File: config.mk
export PLATFORM = sky130hd
export DESIGN_NAME = pipelined_addsub
export DESIGN_NICKNAME = d
export VERILOG_FILES = /design/src/rtl/addsub_pkg.sv /design/src/rtl/addsub_segment.sv /design/src/rtl/pipelined_addsub.sv
export SDC_FILE = /design/constraint.sdc
export NUM_CORES = 1
export LEC_CHECK = 0
export CAP_MARGIN = 40
export CORE_ASPECT_RATIO = 2
export CORE_UTILIZATION = 44
export CTS_CLUSTER_SIZE = 40
export DETAILED_ROUTE_END_ITERATION = 16
export PLACE_DENSITY = 0.68
export SLEW_MARGIN = 10
export SYNTH_ARGS = -nofsm -noshare
export SYNTH_HDL_FRONTEND = slang
export SYNTH_SLANG_ARGS = --single-unit
File: constraint.sdc
create_clock -name clk -period 3.7 [get_ports clk]
set_clock_uncertainty 0.1 [all_clocks]
set_input_delay 0.74 -clock clk [delete_from_list [all_inputs] [get_ports clk]]
set_output_delay 0.74 -clock clk [all_outputs]
set_load 0.005 [all_outputs]
File: src/rtl/addsub_pkg.sv
// addsub_pkg: stage-register bundle and segment sizing shared by
// pipelined_addsub and its per-stage segment adders.
package addsub_pkg;

  localparam int ADDSUB_MAX_W = 128;

  typedef struct packed {
    logic                    valid;
    logic                    carry;
    logic                    sub;
    logic                    sat;
    logic [ADDSUB_MAX_W-1:0] a;
    logic [ADDSUB_MAX_W-1:0] b;
    logic [ADDSUB_MAX_W-1:0] r;
  } stage_t;

  function automatic int seg_width(input int width, input int stages);
    return width / stages;
  endfunction

endpackage

File: src/rtl/addsub_segment.sv
// addsub_segment: one SEG-bit slice of the ripple, carry in to carry out.
module addsub_segment
  import addsub_pkg::*;
#(
  parameter int SEG = 16
) (
  input  logic [SEG-1:0] a,
  input  logic [SEG-1:0] b,
  input  logic           cin,
  output logic [SEG-1:0] sum,
  output logic           cout
);

  assign {cout, sum} = {1'b0, a} + {1'b0, b} + (SEG+1)'(cin);

endmodule

File: src/rtl/pipelined_addsub.sv
// pipelined_addsub: STAGES-deep segmented ripple add/sub with handshake.
// Optional saturation on signed overflow when ADDSUB_SAT_EN is defined.
module pipelined_addsub
  import addsub_pkg::*;
#(
  parameter int WIDTH  = 64,
  parameter int STAGES = 4
) (
  input  logic             clk,
  input  logic             rst_n,
  input  logic             in_valid,
  output logic             in_ready,
  input  logic [WIDTH-1:0] a,
  input  logic [WIDTH-1:0] b,
  input  logic             sub,
`ifdef ADDSUB_SAT_EN
  input  logic             sat,
`endif
  output logic             out_valid,
  input  logic             out_ready,
  output logic [WIDTH-1:0] result,
  output logic             cout_borrow,
  output logic             overflow,
  output logic             zero
);

  localparam int SEG = seg_width(WIDTH, STAGES);
  localparam int M   = WIDTH - 1;

  stage_t st [STAGES];
  stage_t in0;
  stage_t last;
  logic   adv;
  logic   ovf;
  logic [WIDTH-1:0] res;

  assign last      = st[STAGES-1];
  assign out_valid = last.valid;
  assign adv       = !(out_valid && !out_ready);
  assign in_ready  = adv;

  // Operand b is inverted up front; sub doubles as the initial carry.
  always_comb begin
    in0       = '0;
    in0.valid = in_valid;
    in0.sub   = sub;
    in0.carry = sub;
    in0.a     = ADDSUB_MAX_W'(a);
    in0.b     = ADDSUB_MAX_W'(sub ? ~b : b);
`ifdef ADDSUB_SAT_EN
    in0.sat   = sat;
`else
    in0.sat   = 1'b0;
`endif
  end

  for (genvar k = 0; k < STAGES; k++) begin : g_st
    stage_t src;
    stage_t nxt;
    stage_t q;
    logic [SEG-1:0] sum;
    logic co;

    if (k == 0) begin : g_first
      assign src = in0;
    end else begin : g_next
      assign src = st[k-1];
    end

    addsub_segment #(.SEG(SEG)) u_seg (
      .a    (src.a[k*SEG +: SEG]),
      .b    (src.b[k*SEG +: SEG]),
      .cin  (src.carry),
      .sum  (sum),
      .cout (co)
    );

    always_comb begin
      nxt                   = src;
      nxt.r[k*SEG +: SEG]   = sum;
      nxt.carry             = co;
    end

    always_ff @(posedge clk) begin
      if (!rst_n) begin
        q <= '0;
      end else if (adv) begin
        q <= nxt;
      end
    end

    assign st[k] = q;
  end

  always_comb begin
    ovf = last.valid
        && (last.a[M] == last.b[M])
        && (last.r[M] != last.a[M]);
    res = last.r[WIDTH-1:0];
`ifdef ADDSUB_SAT_EN
    // Both operands negative means the sum fell below signed min.
    if (ovf && last.sat) begin
      res = last.a[M] ? {1'b1, {(WIDTH-1){1'b0}}}
                      : {1'b0, {(WIDTH-1){1'b1}}};
    end
`endif
  end

  assign result      = res;
  assign overflow    = ovf;
  assign zero        = last.valid && (res == '0);
  assign cout_borrow = last.valid && (last.carry ^ last.sub);

endmodule

-- Word level (Yosys, flattened, before mapping)
Cells that the tools add are included.
- input bits: 133
- flip-flop bits (word level): 684
- equal/unequal tests: 2
- add/sub/neg operators: 8
- multiplexer cells: 1
- bitwise operators: 2
- reductions and logical operators: 8
- operators by type and width (operator ; number):
    adder 16 x 16 -> 17 bit ; 4
    adder 17 x 1 -> 17 bit ; 4
    logical NOT 64 bit ; 1
    2-to-1 mux 64 bit ; 1
    NOT 64 bit ; 1
    logical AND 1 bit ; 5
    logical NOT 1 bit ; 2
    == test 1 bit ; 1
    != test 1 bit ; 1
    XOR 1 bit ; 1

-- Logic depth before layout (Yosys ltp)
- word-level depth: 4
- gate-level depth with buffers: 12

-- Cells and area by module
From an unflattened synthesis, not the netlist that was laid out.
- cell total of the unflattened synthesis: 2072
- area, all modules: 17687.0 um^2
- by module, submodules not included (module ; area an instance (um^2) ; sequential area each (um^2) ; cells each ; instances):
    pipelined_addsub ; 14716.6 ; 7327.0 ; 1703 ; 1
    addsub_segment at g_st[0].u_seg ... ; 733.2 ; 0.0 ; 89 ; 3
    addsub_segment at g_st[3].u_seg ; 770.7 ; 0.0 ; 102 ; 1

-- Worst setup path before layout
Ideal clock, no wire load.
- kind: in2reg
- start: input port sub
- end: register g_st[0].q[15] (netlist bit)
- arrival: 3.386 ns
- data required time: 3.474 ns
- stages on the path: 12
- buffers on the path: 3
- slack: 0.088 ns
- cell sequence: clkbuf_1 buf_2 buf_2 xor2_1 ha_1 a21o_1 a21o_1 a2111o_1 a41oi_2 o31ai_2 xnor2_1 o21ai_1
- longest elaborated chain between the ends: 3
- ends and longest elaborated chain (item ; line ; RTL):
    start: declaration ; pipelined_addsub.sv:15 ; input logic sub,
    2-to-1 mux 64 bit ; pipelined_addsub.sv:49 ; in0.b = ADDSUB_MAX_W'(sub ? ~b : b);
    adder 16 x 16 -> 17 bit ; addsub_segment.sv:14 ; assign {cout, sum} = {1'b0, a} + {1'b0, b} + (SEG+1)'(cin);
    adder 17 x 1 -> 17 bit * ; addsub_segment.sv:14 ;
    end signal: assignment ; pipelined_addsub.sv:88 ; q <= nxt;
    end: declaration ; pipelined_addsub.sv:60 ; stage_t q;
Every way passes the cells marked *; elsewhere a longest branch is shown, timed or not.
A chain may end at the register's enable or synchronous reset.

-- Worst setup path in the final report
- start: register g_st[3].q, in the netlist result[43]
- end: output port zero
- longest elaborated chain between the ends: 2
- ends and longest elaborated chain (item ; line ; RTL):
    start: declaration ; pipelined_addsub.sv:60 ;
    start signal: assignment ; pipelined_addsub.sv:88 ;
    logical NOT 64 bit ; pipelined_addsub.sv:111 ; assign zero = last.valid && (res == '0);
    logical AND 1 bit ; pipelined_addsub.sv:111 ;
    end: declaration ; pipelined_addsub.sv:24 ; output logic zero
No other way between the ends.

==> flow_summary.yaml <==
outcome:
  status: "finished clean"
timing:
  slew_headroom: 0.367
  setup_viol: 0
  hold_viol: 0
  max_freq_mhz: 283
  worst_pin_slew_ns: 0.950
  fin_crit_ns: 3.53
  rsz0062_at_grt: "no"
  tns_ns: 0
  slew_viol_final: 0
  period_share: 0.955
  hold_slack_ns: 0.351
clocking:
  clk_pin_slew_ns: 0.06
  cts_tree: "yes"
  cts_buffers: 34
  clk_latency_ns: 0.53
  cts_max_level: 2
  cts.sinks: 366
  post_cts_buffers: 0
  cts_root_buffer: "clkbuf_16"
  ctsHoldBuffers: 0
  clk_path_buf_depth: 3
critical_path:
  startpoint_type: "flip-flop"
  worstPathMaxFanout: 3
  crit_required_ns: 2.86
  crit_buf_inv: 1
  arrival_ns: 2.69
  cpLargestDelayFamily: "simple AND/OR/NAND/NOR gates"
  crit_slowest_cell: "nor4_1"
  cp_cell_sequence: "nor4_1, nand4_1, nor4_2, clkdlybuf4s50_1"
  cp-end-kind: "primary output"
  crit_type: "reg2out"
  slowest_delay_ns: 0.69
route:
  vias: 13600
  wl_per_cell_um: 15.5
  drc_errors: 0
  wl_mm: 40.8
  drt_first_pass_iters: 5
  via_per_inst: 5.14
  drtIter0Drc: 617
  drtAntennaViolNets: 0
run:
  cap_viol_max_count: 0
synthesis:
  avgSynthCellArea_um2: 8.39
  synth_fp_nets: 2241
  synth_edf_count: 0
  yosys-top-cells-area: "dfxtp_1 (43%), nand2_1 (14%), a21boi_0 (11%)"
  synthTopCellsByCount: "nand2_1 (650), dfxtp_1 (366), a21boi_0 (259)"
  synth_area_mm2: 0.0171
  synth_top_flop_cell: "dfxtp_1"
  syn_inst: 2041
  seq_area_frac_synth: 0.428
  synth_most_common_cell: "nand2_1"
  ys_async_sr_fraction: 0
  yosysUniqueCellTypes: 59
  synth_top_area_cell: "dfxtp_1"
  yosys_warnings: 0
  ys_seq_elements: 366
  synthDominantCellAreaShare: 0.428
pwr:
  p_seq_frac: 0.471
  irDropWorstVdd_mv: 0.334
  p_leak_nw: 8.11
  p_comb_frac: 0.127
  p_sw_mw: 2.28
  p_int_mw: 7.00
  p_sw_frac: 0.246
  power_density_mw_per_mm2: 458
  clkPwrFrac: 0.402
floorplan:
  die_h_um: 281
  core_mm2: 0.0382
  rows: 101
  num_io_pins: 202
  die_x_um: 142
  floorplan.initialDensity: 0.449
  dieArea_mm2: 0.0398
grt:
  grt_pass1_wl_mm: 65.0
  grt_overflow: 0
  grt_use_total: 0.204
  antenna_found_initial: 1
  grt_pass1_vias: 12900
  grt_max_degree: 239
finish:
  fill_cells: 3662
  drive_gt1_frac: 0.0433
  final-instance-count-excl-fill: 2639
  antenna_cells: 0
  nNetsFinal: 2298
  syn_to_final_growth_pct: 18.2
placed_design:
  gp_congestion: 0.917
  placement.io_buffers: 201
  dp_cells: 2577
  dp_hpwl_mm: 28.1
hold_path:
  hp-class: "reg2reg"
==> what timing repair did <==
item                                    in CTS  in global routing
endpoints found under the setup margin       0                  1
gates resized for setup                      0                  2
endpoints found under the hold margin        0                  0
==> flip-flops by register name, indices dropped and copies added (netlist names) <==
register	cells
g_st.q	301
out_valid	1
result	64
==> worst paths after layout <==
| path | from | end | slack (ns) | cells past startpoint |
|---|---|---|---|---|
| min | g_st[1].q[30] | g_st[1].q[30] | 0.35 | 2 |
| max reg2reg | g_st[1].q[160] | g_st[2].q[44] | 0.68 | 9 |
| min reg2reg | g_st[1].q[30] | g_st[1].q[30] | 0.35 | 2 |
| max | result[43] | zero | 0.17 | 4 |
==> per-stage QoR <==
step	utilization	instance area (um^2)	power, mW	setup slack (ns)
2_1_floorplan	-	17100	5.21	0.0876
3_3_place_gp	0.499	19000	5.62	0.0493
3_5_place_dp	0.499	19000	5.65	0.00260
4_1_cts	0.530	20200	9.40	0.102
5_1_grt	0.530	20200	9.70	0.0659
6_report	0.530	20200	9.28	0.168
==> cell families after synthesis <==
logic type | Yosys count | synth area share
AO/OA/AOI/OAI | 509 | 0.219
XOR/XNOR | 107 | 0.0547
adder cells (fa/ha/maj) | 67 | 0.0520
buffers and inverters | 208 | 0.0602
flip-flops | 366 | 0.428
multiplexers | 3 | 0.00175
AND/OR/NAND/NOR | 781 | 0.185
==> power by group through the flow <==
| stage | logic, mW | registers, mW | clock network [mW] |
|---|---|---|---|
| after floorplan | 0.805 | 4.40 | 0 |
| after global placement | 1.17 | 4.46 | 0 |
| after detailed placement | 1.18 | 4.46 | 0 |
| after CTS | 1.19 | 4.38 | 3.83 |
| after global routing | 1.32 | 4.40 | 3.98 |
| final | 1.18 | 4.37 | 3.72 |
==> layout by cell type (no fill, tap or decap), types with 16 or more instances in the layout <==
cell type and instances:
nand2_1 650, dfxtp_1 366, a21boi_0 259, clkdlybuf4s50_1 199
xnor2_1 73, ha_1 60, o211a_1 56, o21ai_0 55
a21oi_1 45, clkbuf_16 37, xor2_1 34, nor2_1 28
and2_1 27, nand3_1 23, a21o_1 16
==> layer usage <==
metal | GRT usage | wire length [um] | up-vias
li1 | - | - | 6886
met1 | 0.228 | 16600 | 6331
met2 | 0.383 | 21100 | 253
met3 | 0.0218 | 1510 | 85
met4 | 0.0899 | 1630 | 0
met5 | 0 | 0 | -
==> worst reg2reg max path, stage by stage, from the launching register on <==
cell and delay [ns]:
dfxtp_1 0.32, fa_1 0.48, fa_1 0.45, a211oi_1 0.32, nor2_1 0.11, o31ai_1 0.41, a31oi_1 0.26, o22ai_1 0.21
xor2_1 0.16, a21oi_1 0.08
==> cell type report <==
| type | count | area (um^2) | share of cell area |
|---|---|---|---|
| multi-input combinational | 1467 | 8790 | 0.434 |
| sequential | 366 | 7330 | 0.362 |
| timing repair buffer | 218 | 2230 | 0.110 |
| clock buffer | 52 | 1090 | 0.0540 |
| tap | 515 | 644 | 0.0318 |
| clock inverter | 10 | 111 | 0.00550 |
| inverter | 11 | 48.8 | 0.00241 |
Note: power is estimated with default switching activity, not from simulation.
